<file path="config.mk">
export PLATFORM = sky130hd
export DESIGN_NAME = syn_update_sequencer
export DESIGN_NICKNAME = d
export VERILOG_FILES = /design/src/rtl/syn_update_sequencer.sv
export SDC_FILE = /design/constraint.sdc
export NUM_CORES = 1
export LEC_CHECK = 0
export BUFFER_PORTS_ARGS = -buffer_cell sky130_fd_sc_hd__buf_2
export CAP_MARGIN = 20
export CORE_ASPECT_RATIO = 1.1
export CORE_MARGIN = 1.5
export CORE_UTILIZATION = 54
export CTS_BUF_LIST = sky130_fd_sc_hd__clkbuf_4 sky130_fd_sc_hd__clkbuf_8 sky130_fd_sc_hd__clkbuf_16
export CTS_CLUSTER_DIAMETER = 150
export CTS_CLUSTER_SIZE = 30
export DETAILED_ROUTE_END_ITERATION = 8
export HOLD_SLACK_MARGIN = 0.08
export MAX_ROUTING_LAYER = met4
export PLACE_DENSITY = 0.92
export SYNTH_ARGS = -nofsm -noshare
export SYNTH_HDL_FRONTEND = slang
export SYNTH_SLANG_ARGS = --single-unit
export TNS_END_PERCENT = 10
</file>
<file path="constraint.sdc">
create_clock -name CLK -period 4.4 [get_ports CLK]
set_input_delay 0 -clock CLK [delete_from_list [all_inputs] [get_ports CLK]]
set_output_delay 0 -clock CLK [all_outputs]
set_load 0.05 [all_outputs]
</file>
<file path="src/rtl/syn_update_sequencer.sv">
`default_nettype none
// +----------------------------------------------------------------------------+
// | Module      : syn_update_sequencer                                          |
// | Description : Sweeps one pre-neuron row of the synaptic SRAM with           |
// |               read-wait-write cycles so the core can write back updated     |
// |               weights. Optional macro SYN_UPD_SKIP_ZERO_EN skips rows whose  |
// |               pre spike count is zero.                                      |
// | Revision    : 1.0 - initial release                                         |
// +----------------------------------------------------------------------------+
module syn_update_sequencer #(
   parameter int INPUT_NEURON         = 784,
   parameter int OUTPUT_NEURON        = 256,
   parameter int POST_NEUR_PARALLEL   = 4,
   parameter int PRE_NEUR_ADDR_WIDTH  = 10,
   parameter int POST_NEUR_ADDR_WIDTH = 10,
   parameter int PRE_NEUR_DATA_WIDTH  = 8,
   parameter int SYN_ARRAY_ADDR_WIDTH = 16
) (
   input  logic                            CLK,
   input  logic                            RST_N,
   input  logic                            START,
   input  logic [PRE_NEUR_ADDR_WIDTH-1:0]  PRE_ADDR,
   input  logic [PRE_NEUR_DATA_WIDTH-1:0]  PRE_S_CNT,
   input  logic                            HALT,
   output logic                            BUSY,
   output logic                            DONE,
   output logic                            CTRL_SYNARRAY_CS,
   output logic                            CTRL_SYNARRAY_WE,
   output logic [SYN_ARRAY_ADDR_WIDTH-1:0] CTRL_SYNARRAY_ADDR,
   output logic [POST_NEUR_ADDR_WIDTH-1:0] CTRL_POST_NEURON_ADDRESS
);

   localparam int WORDS_PER_ROW = OUTPUT_NEURON / POST_NEUR_PARALLEL;
   localparam int IDX_W         = (WORDS_PER_ROW > 1) ? $clog2(WORDS_PER_ROW) : 1;
   localparam logic [IDX_W-1:0] LAST_IDX = IDX_W'(WORDS_PER_ROW - 1);

   typedef enum logic [2:0] {
      S_IDLE = 3'd0,
      S_RD   = 3'd1,
      S_WAIT = 3'd2,
      S_WR   = 3'd3,
      S_FIN  = 3'd4
   } state_t;

   state_t                            state_q, state_d;
   logic [IDX_W-1:0]                  idx_q, idx_d;
   logic [PRE_NEUR_ADDR_WIDTH-1:0]    pre_addr_q, pre_addr_d;
   logic [PRE_NEUR_DATA_WIDTH-1:0]    pre_s_cnt_q, pre_s_cnt_d;
   logic                              skip_q, skip_d;
   logic                              busy_q, busy_d;
   logic                              done_q, done_d;
   logic                              cs_q, cs_d;
   logic                              we_q, we_d;
   logic [SYN_ARRAY_ADDR_WIDTH-1:0]   addr_q, addr_d;
   logic [POST_NEUR_ADDR_WIDTH-1:0]   post_addr_q, post_addr_d;

   logic [31:0] base_full;
   logic [31:0] word_addr_full;
   logic [31:0] post_full;
   logic        start_ok;
   logic        skip_sweep;

   assign start_ok = $unsigned(32'(PRE_ADDR)) < $unsigned(32'(INPUT_NEURON));

`ifdef SYN_UPD_SKIP_ZERO_EN
   assign skip_sweep = (PRE_S_CNT == '0);
`else
   logic unused_pre_s_cnt;
   assign skip_sweep       = 1'b0;
   assign unused_pre_s_cnt = ^pre_s_cnt_q;
`endif

   always_comb begin
      state_d     = state_q;
      idx_d       = idx_q;
      pre_addr_d  = pre_addr_q;
      pre_s_cnt_d = pre_s_cnt_q;
      skip_d      = skip_q;
      busy_d      = (state_q != S_IDLE);
      done_d      = 1'b0;
      cs_d        = 1'b0;
      we_d        = 1'b0;
      addr_d      = addr_q;
      post_addr_d = post_addr_q;

      base_full      = 32'(pre_addr_q) * 32'(WORDS_PER_ROW);
      word_addr_full = base_full + 32'(idx_q);
      post_full      = 32'(idx_q) * 32'(POST_NEUR_PARALLEL);

      unique case (state_q)
         S_IDLE: begin
            if (START) begin
               pre_addr_d  = PRE_ADDR;
               pre_s_cnt_d = PRE_S_CNT;
               idx_d       = '0;
               if (start_ok && !skip_sweep) begin
                  state_d = S_RD;
               end else begin
                  // Rejected rows spend one silent FIN cycle so DONE lands two cycles after START.
                  skip_d  = 1'b1;
                  state_d = S_FIN;
               end
            end
         end
         S_RD: begin
            if (!HALT) begin
               cs_d        = 1'b1;
               addr_d      = SYN_ARRAY_ADDR_WIDTH'(word_addr_full);
               post_addr_d = POST_NEUR_ADDR_WIDTH'(post_full);
               state_d     = S_WAIT;
            end
         end
         S_WAIT: begin
            state_d = S_WR;
         end
         S_WR: begin
            cs_d = 1'b1;
            we_d = 1'b1;
            if (idx_q == LAST_IDX) begin
               state_d = S_FIN;
            end else begin
               idx_d   = idx_q + IDX_W'(1);
               state_d = S_RD;
            end
         end
         S_FIN: begin
            if (skip_q) begin
               skip_d = 1'b0;
            end else begin
               done_d  = 1'b1;
               state_d = S_IDLE;
            end
         end
         default: begin
            state_d = S_IDLE;
         end
      endcase
   end

   always_ff @(posedge CLK) begin
      if (!RST_N) begin
         state_q     <= S_IDLE;
         idx_q       <= '0;
         pre_addr_q  <= '0;
         pre_s_cnt_q <= '0;
         skip_q      <= 1'b0;
         busy_q      <= 1'b0;
         done_q      <= 1'b0;
         cs_q        <= 1'b0;
         we_q        <= 1'b0;
         addr_q      <= '0;
         post_addr_q <= '0;
      end else begin
         state_q     <= state_d;
         idx_q       <= idx_d;
         pre_addr_q  <= pre_addr_d;
         pre_s_cnt_q <= pre_s_cnt_d;
         skip_q      <= skip_d;
         busy_q      <= busy_d;
         done_q      <= done_d;
         cs_q        <= cs_d;
         we_q        <= we_d;
         addr_q      <= addr_d;
         post_addr_q <= post_addr_d;
      end
   end

   assign BUSY                     = busy_q;
   assign DONE                     = done_q;
   assign CTRL_SYNARRAY_CS         = cs_q;
   assign CTRL_SYNARRAY_WE         = we_q;
   assign CTRL_SYNARRAY_ADDR       = addr_q;
   assign CTRL_POST_NEURON_ADDRESS = post_addr_q;

endmodule
`default_nettype wire

</file>
==> metrics.md, run 1 <==
| Metric | Value |
|---|---|
| Final worst path period need | `1800 ps` |
| Mean number of vias per cell | `~5.6` |
| CTS Buffer Depth | `2` |
| # H-tree levels | `2` |
| Setup crit start kind | `flop` |
| Power Density | `around 320 nW/um^2` |
| Yosys cell types | `41` |
| Vias in the first global route | `roughly 1400` |
| Global route overflow | `0` |
| Wire length after detailed routing | `just under 4 mm` |
| Crit path kind | `reg2reg` |
| Largest family of logic cells by synthesized area | `simple AND/OR/NAND/NOR gates` |
| CTS tree | `built` |
| Top FF cell, synth | `dfxtp_1` |
| Yosys warning count | `0` |
| Worst Path Required | `roughly 4700 ps` |
| # resized after CTS | `0` |
| First-pass GRT wire length | `between 6 and 7 mm` |
| Seq cells post-synth | `40` |
| Share of layout cells above drive strength 1 | `0.229` |
| Mapped Avg Cell Area | `8.42 sq um` |
| Final TNS setup | `0 ps` |
| Number of antenna diodes | `0` |
| Clk root buf | `clkbuf_4` |
| Post-synthesis adder-cell area fraction | `0.00711` |
| Die Area | `between 3000 and 4000 sq um` |
| Starting Density | `0.573` |
| Post-synth top cells | `54 x nand2_1, 40 x dfxtp_1, 29 x a21oi_1, 13 x buf_4, 8 x nand3_1` |
| Leakage | `approximately 0.84 nW` |
| CTS sink cnt | `40` |
| Final Skew | `16.2 ps` |
| Status | `complete, no violations` |
| Total Routing Usage GR | `0.245` |
| Reg clk slew, reported paths | `approximately 120 ps` |
| VDD IR max | `roughly 0.22 mV` |
| DP HPWL | `between 2 and 2.5 mm` |
| Fin nets | `~270` |
| Routed vias | `~1600` |
| Reg2reg path depth | `3` |
| Ratio of final minimum period to clock period | `0.409` |
| DP Area | `around 1900 sq um` |
| Count leader, synth | `nand2_1` |
| Synth top area cells | `dfxtp_1 45%, nand2_1 12%, a21oi_1 8.2%` |
| Worst hold stages | `4` |
| Complex-gate fraction of the synthesized area | `0.155` |
| Sequential share of the synthesized area | `0.455` |
| RSZ-0062 raised after global routing | `false` |
| Die Wd | `57.4 microns` |
| Area Growth Syn to Fin | `15.7%` |
| Headroom to the max-slew limit | `0.435` |
| WP data arrival | `2060 ps` |
| Setup Fix Bufs, Post-CTS | `0` |
| Async set-or-reset flop fraction in the synthesized netlist | `0` |
| Max-slew violations | `0` |
| Synth Cell Area | `~1800 sq um` |
| Placer Congestion | `around 0.87` |
| DIE HEIGHT | `62.9 microns` |
| Buffers on Ports | `39` |
| Final ANT Viol Nets | `0` |
| Cell count after synthesis | `approximately 210` |
| Initial antenna violation count | `0` |
| Worst-Margin Slew | `between 800 and 900 ps` |
| Final Hold Viols | `0` |
| Placeable Area | `3070 sq um` |
| Layout Cell Area excl Fill | `~2000 sq um` |
| Ports | `52` |
| Yosys top cell area share | `0.455` |
| Hold crit path type | `in2reg` |
| Fill cell count | `260` |
| # DRC | `0` |
| Post-synth EDFFs | `0` |
| Max-cap viol count | `0` |
| CP max FO | `16` |
| Mux share of post-synthesis cell area | `0.0235` |
| # hold bufs at CTS | `13` |
| Post-Synth Simple-Gate Area | `0.256` |
| Num rows | `21` |
| CTS buffer count | `5` |
| WL per Instance | `about 14 microns` |
| Post-Synth XOR/XNOR Area | `0` |
| Worst-Skew Late Latency | `360 ps` |
| Drt pass-1 iters | `4` |
| Max frequency | `approximately 560 MHz` |
| Iter 0 DRT Violations | `99` |
| Most area-hungry cell type in the Yosys netlist | `dfxtp_1` |
| Endpoints failing setup | `0` |
| Largest net degree at the start of global routing | `30` |
| CP endpoint kind | `flop` |
## sequential cells by signal, summed over array words and instances, names as in the netlist
name and flops:
BUSY 1, CTRL_SYNARRAY_WE 1, idx_q 6, skip_q 1
DONE 1, CTRL_SYNARRAY_ADDR 16, CTRL_SYNARRAY_CS 1, state_q 3
pre_addr_q 10
## routing by layer
metal	up-vias	share of wire	routed length, microns	GRT usage
li1	789	-	-	-
met1	729	0.41	1620	0.300
met2	61	0.50	1930	0.372
met3	13	0.063	244	0.0663
met4	0	0.028	110	0.113
met5	-	0	0	-
## critical path: stages (launching register included)
cell     delay (ps)
dfxtp_1         580
nor4b_4         740
nand2_1         130
a21oi_1         250
## metrics by stage
step	worst slack [ps]	std cells	hold slack (ps)	total power [mW]	utilization
detailed placement	2700	263	248	0.478	0.604
global placement	2730	263	244	0.476	0.604
finish	2600	283	432	0.660	0.663
global route	2470	283	423	0.694	0.663
CTS	2660	283	417	0.658	0.663
floorplan	2970	212	98.7	0.467	-
## cell usage in the layout, fill, tap and decap left out, drive strengths merged, types with 2 or more instances in the layout
master	netlist	routed
mux2i	3	3
or4b	2	2
nand4	3	3
and2	2	2
conb	1	4
nand2	57	57
a211oi	3	3
nor2	3	3
or4	2	2
o2111ai	2	2
inv	5	5
dlygate4sd3	0	13
nor4b	2	2
a31oi	2	2
buf	18	40
nand3	8	8
nand2b	3	3
a21oi	29	29
nor3	3	3
clkbuf	5	6
dfxtp	40	40
## layout make-up
cell class | count | area (sq um) | area share
Clock buffer | 6 | 45.0 | 0.0221
Timing Repair Buffer | 53 | 333 | 0.163
Inverter | 5 | 18.8 | 0.00921
Multi-Input combinational cell | 144 | 792 | 0.389
Sequential cell | 40 | 801 | 0.393
Tap cell | 34 | 42.5 | 0.0209
Clock inverter | 1 | 5.00 | 0.00246
## cell families after synthesis
group           Yosys count
compound gates           44
fa+ha+maj                 1
buf+inv                  28
flops                    40
mux                       4
other cells               1
simple gates             91
## path summary, 6_finish.rpt
kind	start	endpoint	slack [ps]
worst max-delay path	state_q[0]	CTRL_SYNARRAY_ADDR[10]	2600
worst min register to register	CTRL_SYNARRAY_ADDR[15]	CTRL_SYNARRAY_ADDR[15]	450
worst max register to register	state_q[0]	CTRL_SYNARRAY_ADDR[10]	2600
worst min-delay path	PRE_ADDR[0]	pre_addr_q[0]	430
## report_power, final
part	internal [mW]	switching, mW
clock network	0.0650	0.113
logic	0.0342	0.0613
registers	0.375	0.0119
Power figures use the tool's default switching activity.
==> inputs of run 2 (changes only) <==
- ABC_AREA: default -> 1
- CORE_UTILIZATION: 54 -> 50
- PLACE_DENSITY: 0.92 -> 0.87
- clock period: 4.4 -> 1.9 ns (I/O delays scaled with it)
==> metrics.md, run 2 <==
| Metric | Value |
|---|---|
| # DRC | `6 (+6)` |
| Final worst path period need | `1780 ps (-13.7 ps)` |
| CP peak stage delay | `550 ps (-190 ps)` |
| Internal power | `1.25 mW (+160%)` |
| Max-slew violations | `0 (unchanged)` |
| Wire length after detailed routing | `3.36 mm (-14%)` |
| Leakage | `0.971 nW (+15%)` |
| Hold_sp | `PRE_ADDR[8]` |
| # H-tree levels | `2 (unchanged)` |
| Num rows | `21 (unchanged)` |
| Post-synth top cells | `40 x dfxtp_1, 29 x a21oi_1, 25 x nand2_1, 22 x inv_1` |
| Violated checks | `DRC` |
| Yosys warning count | `0 (unchanged)` |
| Power Density | `1010 nW/um^2 (+210%)` |
| Endpoints failing setup | `0 (unchanged)` |
| RSZ-0062 raised after global routing | `false` |
| Iter 0 DRT Violations | `66 (-33%)` |
| WP data arrival | `2010 ps (-50 ps)` |
| Routed vias | `1504 (-5.5%)` |
| Cell count after synthesis | `215 (+2.9%)` |
| Clk root buf | `clkbuf_4` |
| Clock network power share | `0.190 (-0.080)` |
| Post-synth EDFFs | `0 (unchanged)` |
| CTS Buffer Depth | `2 (unchanged)` |
| Total Routing Usage GR | `0.210 (-0.0352)` |
| CTS buffer count | `5 (unchanged)` |
| Max-cap viol count | `0 (unchanged)` |
| Top FF cell, synth | `dfxtp_1` |
| DIE HEIGHT | `63.6 microns (+1.1%)` |
| Worst Path Required | `2130 ps (-2530 ps)` |
| Portion of total power attributed to sequential cells | `0.480 (-0.106)` |
| Layout Cell Area excl Fill | `2030 sq um (-0.37%)` |
| Max frequency | `560 MHz (+0.77%)` |
| Most area-hungry cell type in the Yosys netlist | `dfxtp_1` |
| R2r setup slk | `120 ps (-2490 ps)` |
| Global route overflow | `0 (unchanged)` |
| Mapped Avg Cell Area | `7.76 sq um (-7.8%)` |
| Reg2reg end | `state_q[0]` |
| Die Area | `3690 sq um (+2.3%)` |
| Final TNS setup | `0 ps (unchanged)` |
| Worst hold stages | `4 (unchanged)` |
| Number of antenna diodes | `0 (unchanged)` |
| Cell Chain, Critical Path | `ha_2, nand3_2, o21ai_4, nand3_1, nand2_1, a21oi_1, dlygate4sd3_1` |
| Starting Density | `0.534 (-0.0388)` |
| Crit path kind | `reg2reg` |
| First-pass GRT wire length | `5.91 mm (-11%)` |
| CP max FO | `4 (-12)` |
| Seq cells post-synth | `40 (unchanged)` |
| Ratio of final minimum period to clock period | `0.939 (+0.531)` |
| Drt pass-1 iters | `8 (+4)` |
| Synth Cell Area | `1670 sq um (-5.2%)` |
| Yosys cell types | `24 (-41%)` |
| Area Growth Syn to Fin | `21.6%` |
| Sequential share of the synthesized area | `0.480 (+0.0249)` |
| Async set-or-reset flop fraction in the synthesized netlist | `0 (unchanged)` |
| Net Sw Frac | `0.391 (+0.109)` |
| Die Wd | `58.1 microns (+1.1%)` |
| Initial antenna violation count | `0 (unchanged)` |
| Finished Layout Cells | `299 (+5.7%)` |
| Placer Congestion | `0.842 (-3.7%)` |
| Yosys top cell area share | `0.480 (+0.0249)` |
| Psw | `0.804 mW (+330%)` |
| Count leader, synth | `dfxtp_1` |
| R2r startpoint | `idx_q[1]` |
| DP Cell Count | `275 (+4.6%)` |
| VDD IR max | `0.723 mV (+220%)` |
| Hold crit path type | `in2reg` |
| CP endpoint kind | `flop` |
| Largest net degree at the start of global routing | `32 (+6.7%)` |
| Worst-Skew Late Latency | `330 ps (-30 ps)` |
| Slowest cell on the critical path | `dlygate4sd3_1` |
| CTS sink cnt | `40 (unchanged)` |
| Reg2reg path depth | `7 (+4)` |
| Most frequent cells in the layout | `39 x dfxtp_1, 39 x buf_2, 29 x a21oi_1, 25 x nand2_1, 22 x inv_1` |
| Status | `finished with violations` |
| Final Skew | `5.39 ps (-10.8 ps)` |
| Reg clk slew, reported paths | `110 ps (about the same)` |
| WL per Instance | `11.2 microns (-18%)` |
| Mean number of vias per cell | `5.03 (-11%)` |
| Placeable Area | `3130 sq um (+1.7%)` |
| Share of layout cells above drive strength 1 | `0.260 (+0.0315)` |
| Ports | `52 (unchanged)` |
| DP Area | `1810 sq um (-2.5%)` |
| Buffers on Ports | `39 (unchanged)` |
| CTS tree | `built` |
| Max FFs per register | `16 (unchanged)` |
| Synth top area cells | `dfxtp_1 48%, a21oi_1 8.7%, nand2_1 5.6%` |
| Final ANT Viol Nets | `0 (unchanged)` |
| Logic pwr share | `0.330 (+0.185)` |
| Final Hold Viols | `0 (unchanged)` |
| Vias in the first global route | `1397 (+0.79%)` |
| Hold endpoint | `pre_addr_q[8]` |
| DP HPWL | `2.17 mm (-7.7%)` |
| Setup crit start kind | `flop` |
| Fin nets | `288 (+5.9%)` |
==> run 2: cell types whose count changed after synthesis, moves of 3 or more <==
cell,before,now
nand2_1,54,25
inv_1,5,22
o21ai_1,0,16
o21ai_0,0,15
nor2_1,3,16
inv_2,0,6
nor2_2,0,4
a211oi_1,3,0
mux2i_1,3,0
nand2b_1,3,0
nor3_1,3,0
==> run 2: per-layer routing <==
layer	GRT usage	wire length (microns)
met4	0.0727	38
met5	-	0
met1	0.246	1560
met3	0.0554	149
met2	0.344	1620
==> run 2: stage by stage <==
stage | setup WS (ps) | utilization | hold WS, ps | power (mW)
after global routing | 6.44 | 0.649 | 479 | 2.18
after detailed placement | 513 | 0.579 | 245 | 1.64
after CTS | 18.7 | 0.643 | 417 | 2.06
after global placement | 543 | 0.579 | 244 | 1.63
after floorplan | 653 | - | 116 | 1.55
final | 115 | 0.649 | 431 | 2.05
==> run 2: cell families after synthesis <==
group                    count (synthesis)  synth area share
AO/OA/AOI/OAI                           61             0.190
AND/OR/NAND/NOR                         65             0.182
adder cells (fa/ha/maj)                  1           0.00750
flip-flops                              40             0.480
other                                    1           0.00225
buffers and inverters                   47             0.139
==> run 2: how the worst max path moves through the flow <==
stage,start,end,slack (ps),depth (start not counted)
floorplan,idx_q[0],idx_q[3],650,8
global placement,idx_q[0],idx_q[3],540,8
detailed placement,idx_q[0],idx_q[3],510,8
CTS,idx_q[0],state_q[0],20,7
global route,idx_q[1],state_q[0],6,7
finish,idx_q[1],state_q[0],120,7
==> run 2: area by class of cell <==
type | instances | area (sq um)
Multi-Input combinational cell | 131 | 651
Tap cell | 34 | 42.5
Inverter | 29 | 109
Clock buffer | 5 | 37.5
Timing Repair Buffer | 58 | 375
Sequential cell | 40 | 802
Clock inverter | 2 | 12.5
Fill cell | 271 | 1100
==> run 2: critical path: cells and delay by family, from the launching register on <==
family          cells  cell delay, ps
flops               1             370
buf+inv             1             550
fa+ha+maj           1             230
simple gates        3             280
compound gates      2             260
==> run 2: power by group through the flow <==
stage               Sequential [mW]  Combinational (mW)  Clock [mW]
global placement               1.00               0.627           0
floorplan                      1.18               0.370           0
CTS                           0.986               0.670       0.404
global route                  0.998               0.742       0.439
detailed placement             1.00               0.639           0
finish                        0.987               0.678       0.389
==> run 2: repair_timing <==
item	4_1_cts	5_1_grt
hold endpoints to repair	19	0
hold buffers	15	0
gates resized for setup	0	2
setup buffers	0	2
setup endpoints to repair	0	1
